$ cat config.mk
export PLATFORM = sky130hd
export DESIGN_NAME = bcd_to_bin
export DESIGN_NICKNAME = d
export VERILOG_FILES = /design/src/rtl/bcd_to_bin.sv
export SDC_FILE = /design/constraint.sdc
export NUM_CORES = 1
export LEC_CHECK = 0
export BUFFER_PORTS_ARGS = -buffer_cell sky130_fd_sc_hd__buf_2
export CAP_MARGIN = 15
export CORE_ASPECT_RATIO = 1.75
export CORE_UTILIZATION = 30
export CTS_CLUSTER_DIAMETER = 100
export DETAILED_ROUTE_END_ITERATION = 6
export GPL_TIMING_DRIVEN = 0
export PLACE_DENSITY_LB_ADDON = 0.12
export SLEW_MARGIN = 20
export SYNTH_ARGS = -nofsm -noshare
export SYNTH_HDL_FRONTEND = slang
export SYNTH_SLANG_ARGS = --single-unit
$ cat constraint.sdc
create_clock -name clk -period 1.7 [get_ports clk]
set_input_delay 0.085 -clock clk [delete_from_list [all_inputs] [get_ports clk]]
set_output_delay 0.085 -clock clk [all_outputs]
set_load 0.02 [all_outputs]
$ cat src/rtl/bcd_to_bin.sv
// rtl/bcd_to_bin.sv - four-digit BCD to 14-bit binary converter (reverse double-dabble)
//
// Optional feature macro: BCD_TO_BIN_DIGIT_CHK_EN (invalid-digit detection)
//
// Ports:
//   clk     in   1   clock, rising edge
//   rst_n   in   1   asynchronous active-low reset
//   start   in   1   conversion request, sampled only in IDLE
//   hun     in   4   BCD thousands digit (most significant)
//   ten     in   4   BCD hundreds digit
//   one     in   4   BCD tens digit
//   dot     in   4   BCD units digit (least significant)
//   busy    out  1   high in SHIFT and DONE
//   done    out  1   one-cycle result-valid pulse
//   binary  out  14  converted value, held until the next done
//   err     out  1   invalid-digit flag (tied 0 without the macro)

module bcd_to_bin (
  input  logic        clk,
  input  logic        rst_n,
  input  logic        start,
  input  logic [3:0]  hun,
  input  logic [3:0]  ten,
  input  logic [3:0]  one,
  input  logic [3:0]  dot,
  output logic        busy,
  output logic        done,
  output logic [13:0] binary,
  output logic        err
);

  typedef enum logic [1:0] {
    IDLE  = 2'd0,
    SHIFT = 2'd1,
    DONE  = 2'd2
  } state_t;

  state_t      state_q, state_d;
  logic [15:0] bcd_q, bcd_d;
  logic [15:0] bin_q, bin_d;
  logic [4:0]  cnt_q, cnt_d;
  logic [13:0] binary_q, binary_d;

  logic [15:0] bcd_sh, bin_sh, bcd_adj;

  // One reverse double-dabble step: the BCD register's LSB moves into the
  // binary register's MSB, then any nibble that now reads 8..15 held a
  // carried-in half-ten and is corrected by subtracting 3.
  always_comb begin
    bcd_sh  = {1'b0, bcd_q[15:1]};
    bin_sh  = {bcd_q[0], bin_q[15:1]};
    bcd_adj = bcd_sh;
    for (int i = 0; i < 4; i++) begin
      if (bcd_sh[4*i +: 4] >= 4'd8)
        bcd_adj[4*i +: 4] = bcd_sh[4*i +: 4] - 4'd3;
    end
  end

`ifdef BCD_TO_BIN_DIGIT_CHK_EN
  logic err_q, err_d;
  logic digit_bad;

  assign digit_bad = (hun > 4'd9) || (ten > 4'd9) || (one > 4'd9) || (dot > 4'd9);
`endif

  always_comb begin
    state_d  = state_q;
    bcd_d    = bcd_q;
    bin_d    = bin_q;
    cnt_d    = cnt_q;
    binary_d = binary_q;
`ifdef BCD_TO_BIN_DIGIT_CHK_EN
    err_d    = err_q;
`endif

    unique case (state_q)
      IDLE: begin
        if (start) begin
          bcd_d   = {hun, ten, one, dot};
          bin_d   = 16'd0;
          cnt_d   = 5'd0;
          state_d = SHIFT;
`ifdef BCD_TO_BIN_DIGIT_CHK_EN
          if (digit_bad) begin
            binary_d = 14'd0;
            err_d    = 1'b1;
            state_d  = DONE;
          end
`endif
        end
      end

      SHIFT: begin
        bcd_d = bcd_adj;
        bin_d = bin_sh;
        cnt_d = cnt_q + 5'd1;
        // cnt_q counts completed steps; 15 means this edge performs the 16th.
        if (cnt_q == 5'd15) begin
          binary_d = bin_sh[13:0];
`ifdef BCD_TO_BIN_DIGIT_CHK_EN
          err_d    = 1'b0;
`endif
          state_d  = DONE;
        end
      end

      DONE: begin
        state_d = IDLE;
      end

      default: begin
        state_d = IDLE;
      end
    endcase
  end

  always_ff @(posedge clk or negedge rst_n) begin
    if (!rst_n) begin
      state_q  <= IDLE;
      bcd_q    <= 16'd0;
      bin_q    <= 16'd0;
      cnt_q    <= 5'd0;
      binary_q <= 14'd0;
    end else begin
      state_q  <= state_d;
      bcd_q    <= bcd_d;
      bin_q    <= bin_d;
      cnt_q    <= cnt_d;
      binary_q <= binary_d;
    end
  end

`ifdef BCD_TO_BIN_DIGIT_CHK_EN
  always_ff @(posedge clk or negedge rst_n) begin
    if (!rst_n) begin
      err_q <= 1'b0;
    end else begin
      err_q <= err_d;
    end
  end

  assign err = err_q;
`else
  assign err = 1'b0;
`endif

  assign busy   = (state_q != IDLE);
  assign done   = (state_q == DONE);
  assign binary = binary_q;

endmodule

### Yosys cells after proc, flatten, opt, wreduce, memory -nomap -nowiden

Index checks and enable logic that the tools add are counted.

| operators by class | value |
|---|---|
| add/subtract/negate cells | 4 |
| magnitude comparators | 3 |
| equal/unequal tests | 5 |
| mux-type cells | 12 |
| reduce and logical (&&, ||, !) cells | 6 |

Operator list:

| kind | count |
|---|---|
| 16-bit case mux with 2 select lines | 2 |
| 16-bit 2-to-1 mux | 2 |
| 4-bit >= comparator (second input constant) | 3 |
| 4-bit 2-to-1 mux | 3 |
| 4-bit by 2-bit subtractor with 4-bit output (second input constant) | 3 |
| 5-bit case mux with 2 select lines | 1 |
| 2-bit AND reduction | 3 |
| 5-bit by 1-bit adder with 5-bit output (second input constant) | 1 |
| 5-bit by 4-bit equality test with 1-bit output (second input constant) | 1 |
| 5-bit 2-to-1 mux | 1 |
| 2-bit 2-to-1 mux | 2 |
| 2-bit != test (second input constant) | 2 |
| 2-bit case mux with 2 select lines | 1 |
| 2-bit nonzero test | 2 |
| 2-bit by 1-bit equality test with 1-bit output (second input constant) | 1 |
| 2-bit equality test (second input constant) | 1 |
| 2-bit zero test | 1 |

| storage, ports and cells | value |
|---|---|
| register bits after elaboration | 53 |
| output and inout port bits | 17 |
| logic and storage cells | 35 |

### Longest topological paths before layout

| logic depth | value |
|---|---|
| depth in word-level cells | 3 |
| depth in mapped cells | 6 |
| mapped depth without buffers | 5 |

### Least setup slack after synthesis

OpenSTA, ideal clock, no wires.

| timing path | value |
|---|---|
| path kind | reg-to-reg |
| start point | register cnt_q[0] |
| end point | register binary_q[10] (netlist: binary[10]) |
| arrival | 1.558 ns |
| data required time | 1.575 ns |
| slack | 0.017 ns |
| stages on the path, launching flop included | 7 |
| period minus slack after synthesis | 1.683 ns |
| cell sequence | dfrtp_1 ha_1 and3_1 ha_1 nand3_4 buf_6 mux2_2 |

| on the way | value |
|---|---|
| cells in the longest elaborated chain, start to end | 2 |

RTL lines:

| what | RTL line | source |
|---|---|---|
| start, declared | 41 | `logic [4:0] cnt_q, cnt_d;` |
| start signal, assigned | 128 | `cnt_q <= cnt_d;` |
| 5-bit by 4-bit equality test with 1-bit output | 98 | `if (cnt_q == 5'd15) begin` |
| 2-bit AND reduction (no line) | n/a |  |
| end signal, assigned | 129 | `binary_q <= binary_d;` |
| end, declared | 42 | `logic [13:0] binary_q, binary_d;` |

Every way passes these cells.
A chain may end at the register's enable or synchronous reset.

### Final worst setup path

| timing path | value |
|---|---|
| start point | register cnt_q[0] |
| end point | register binary_q[6] (netlist: binary[6]) |

The elaborated chain is that of the path after synthesis.

==> impl_metrics.yaml <==
route:
  final_antenna_net_count: 0
  detail_route.drc_violations: 0
  drtIter0Drc: 86
  wire_per_inst_um: 16.9
  via_per_inst: 5.09
  num_vias: 1765
  wirelength_um: 5860
  drt_pass1_iterations: 3
min_path:
  min_path_type: "input pin to flop"
cells_and_area:
  postLayoutCoreUtil_pct: 37.8
  diodes: 0
  final_area_um2: 2990
  layout-drive-gt1-share_pct: 31.5
  syn_to_final_growth_pct: 22.8
  nets: 284
grt:
  met3_usage_pct: 3.32
  grt_overflow: 0
  grt_max_degree: 53
  grt_pass1_vias: 1936
  grt.total_usage_pct: 15.1
  grt_pass1_wl_um: 9760
  grt_antenna_before_repair: 0
  grt_use_met1_pct: 16.2
  gr-usage-met2_pct: 27.9
  busiest_layer: "met2"
synthesis:
  synth_area_um2: 2430
  syn-num-nets: 237
  synthMuxAreaShare_pct: 7.81
  synthSimpleGateAreaFrac_pct: 6.99
  ys_types: 39
  synth-xor-area-share_pct: 2.16
  ys_seq_elements: 52
  seq_area_frac_synth_pct: 53.4
  synth_fa_ha_area_share_pct: 4.11
  yosys_warnings: 0
  synth_compound_area_share_pct: 20.0
  avgSynthCellArea_um2: 11.6
  synth_top_family_by_area: "compound AO/OA/AOI/OAI gates"
  synthCells: 210
pwr:
  p_clk_share_pct: 18.5
  power.share.combinational_pct: 41.9
  irDropWorstVdd_mv: 0.734
  powerDensity_nw_per_um2: 1930
  seqPwrFrac_pct: 39.6
  p_leak_uw: 0.00144
  p_sw_uw: 2150
  power.internal_uw: 3620
  switching_share_pct: 37.3
sta:
  fin_crit_sh_pct: 103
  fin_hold_ws_ns: 0.0493
  period_minus_slack_ns: 1.76
  setup_slack_ns: -0.0585
  slew_viol_final: 0
  fmax_mhz: 569
  clock_skew_ns: 0.00672
  finalHoldViolCount: 0
  slew_headroom_pct: 53.8
  rsz0062_at_grt: "true"
  finalSetupTns_ns: -0.492
  setup_viol: 10
  tightest_slew_ns: 0.693
cts:
  cts_tree: "done"
  cts_root_buffer: "clkbuf_16"
  clock_path_buffers: 2
  cts.clk_slew.worst_paths_ns: 0.07
  cts_max_level: 2
  cts_buffers: 5
  clk_latency_ns: 0.29
  cts.sinks: 52
die:
  die_w_um: 70.1
  start_util_pct: 30.8
  die_area_um2: 8490
  io_pins: 36
  core_um2: 7910
  die_h_um: 121
  fp-row-count: 43
setup_path:
  crit_path_end_kind: "flop"
  worstPathRequired_ns: 1.87
  crit_arrival_ns: 1.93
  cp-start-kind: "flop"
  crit_type: "flop to flop"
  crit_fanout: 5
placed_design:
  place_area_um2: 2720
  place_congestion: 0.732
  dp_slack_ns: -0.168
  io_buffers: 33
  place_hpwl_um: 3800
run:
  drv_cap: 0
outcome:
  violations: "negative setup slack"
  outcome: "finished with violations"
==> state kept, by name (all words and copies together) (netlist names) <==
| register | count |
|---|---|
| bcd_q | 16 |
| binary | 14 |
| cnt_q | 5 |
| state_q | 2 |
| bin_q | 15 |
==> path summary, 6_finish.rpt <==
check                                  to      from  slack (ns)  cells past startpoint
min in group asynchronous        bcd_q[9]     rst_n        0.37                      2
worst max register to register  binary[6]  cnt_q[0]       -0.06                      7
worst min-delay path             bcd_q[6]    one[2]        0.05                      3
worst max-delay path            binary[6]  cnt_q[0]       -0.06                      7
max in group asynchronous        bin_q[3]     rst_n        0.86                      2
worst min register to register   cnt_q[3]  cnt_q[3]        0.50                      1
==> power groups by stage <==
stage	Combinational, uW	Clock (uW)	Sequential [uW]
5_1_grt	2720	1150	2370
2_1_floorplan	1620	0	2340
3_3_place_gp	2280	0	2310
6_report	2420	1070	2290
3_5_place_dp	2320	0	2310
4_1_cts	2450	1120	2300
==> routing by layer <==
layer | part of all wire [%] | routed length, um
met1 | 42 | 2480
met2 | 53 | 3100
met3 | 2.7 | 160
met4 | 2.2 | 131
met5 | 0 | 0
==> per-stage QoR <==
step | std cells | total power, uW
5_1_grt | 347 | 6250
3_3_place_gp | 333 | 4590
2_1_floorplan | 210 | 3960
4_1_cts | 347 | 5870
3_5_place_dp | 333 | 4630
6_report | 347 | 5780
==> cells in the final DEF, fill, tap and decap left out, types with 4 or more instances in the layout <==
master,instances
o22ai_1,19
dfrtp_1,52
mux2_2,15
clkbuf_16,5
a22o_1,16
ha_1,6
inv_1,11
nor2_1,7
buf_2,40
nor2b_1,5
buf_4,6
a21oi_1,15
nand2_1,7
o21ai_0,4
==> cells in the mapped netlist <==
cell       number  area, um2
dfrtp_1        52       1300
o22ai_1        19        119
a22o_1         16        140
mux2_2         16        180
a21oi_1        15       75.1
inv_1          11       41.3
buf_2           8       40.0
ha_1            8        100
nand2_1         7       26.3
nor2_1          7       26.3
nor2b_1         5       31.3
o21ai_0         4       20.0
a31oi_1         3       18.8
nand2b_1        3       18.8
xnor2_1         3       26.3
xor2_1          3       26.3
a211oi_1        2       15.0
and3_1          2       12.5
buf_4           2       15.0
buf_6           2       22.5
nor3b_1         2       15.0
o21bai_1        2       15.0
o311a_1         2       20.0
a221o_1         1       10.0
a2bb2oi_1       1       8.76
a41oi_1         1       8.76
and2b_1         1       7.51
buf_1           1       3.75
clkbuf_1        1       3.75
conb_1          1       3.75
inv_2           1       3.75
mux2i_1         1       10.0
nand3_1         1       5.00
nand3_4         1       17.5
nor4bb_1        1       10.0
o211ai_1        1       7.51
o21bai_2        1       11.3
o221ai_1        1       8.76
o22a_1          1       8.76
==> worst max-delay path, stage by stage (launching register included) <==
cell and delay, ns:
dfrtp_1 0.43, ha_2 0.20, and3_4 0.18, ha_4 0.17, nand3_4 0.11, buf_12 0.12
buf_8 0.11, mux2_2 0.33
==> area by class of cell <==
| type | instances | area, um2 |
|---|---|---|
| Buffer | 14 | 90.1 |
| Sequential cell | 52 | 1300 |
| Clock buffer | 7 | 153 |
| Tap cell | 90 | 113 |
| Timing Repair Buffer | 40 | 260 |
| Inverter | 12 | 45.0 |
| Fill cell | 794 | 4920 |
| Multi-Input combinational cell | 132 | 1030 |
==> kinds of logic (layout without fill, tap and decap cells) <==
group | after synthesis | in the layout
flops | 52 | 52
compound gates | 70 | 70
other cells | 1 | 1
buf+inv | 26 | 73
xor+xnor | 6 | 6
mux | 17 | 17
fa+ha+maj | 8 | 8
simple gates | 30 | 30
==> timing repair <==
item | 4_1_cts | 5_1_grt
hold buffers | 1 | 0
pin swaps | 3 | 0
gates resized for setup | 6 | 3
setup buffers | 5 | 1
hold endpoints to repair | 52 | 0
cloned | 1 | 0
setup endpoints to repair | 14 | 15
Note: power is estimated with default switching activity, not from simulation.
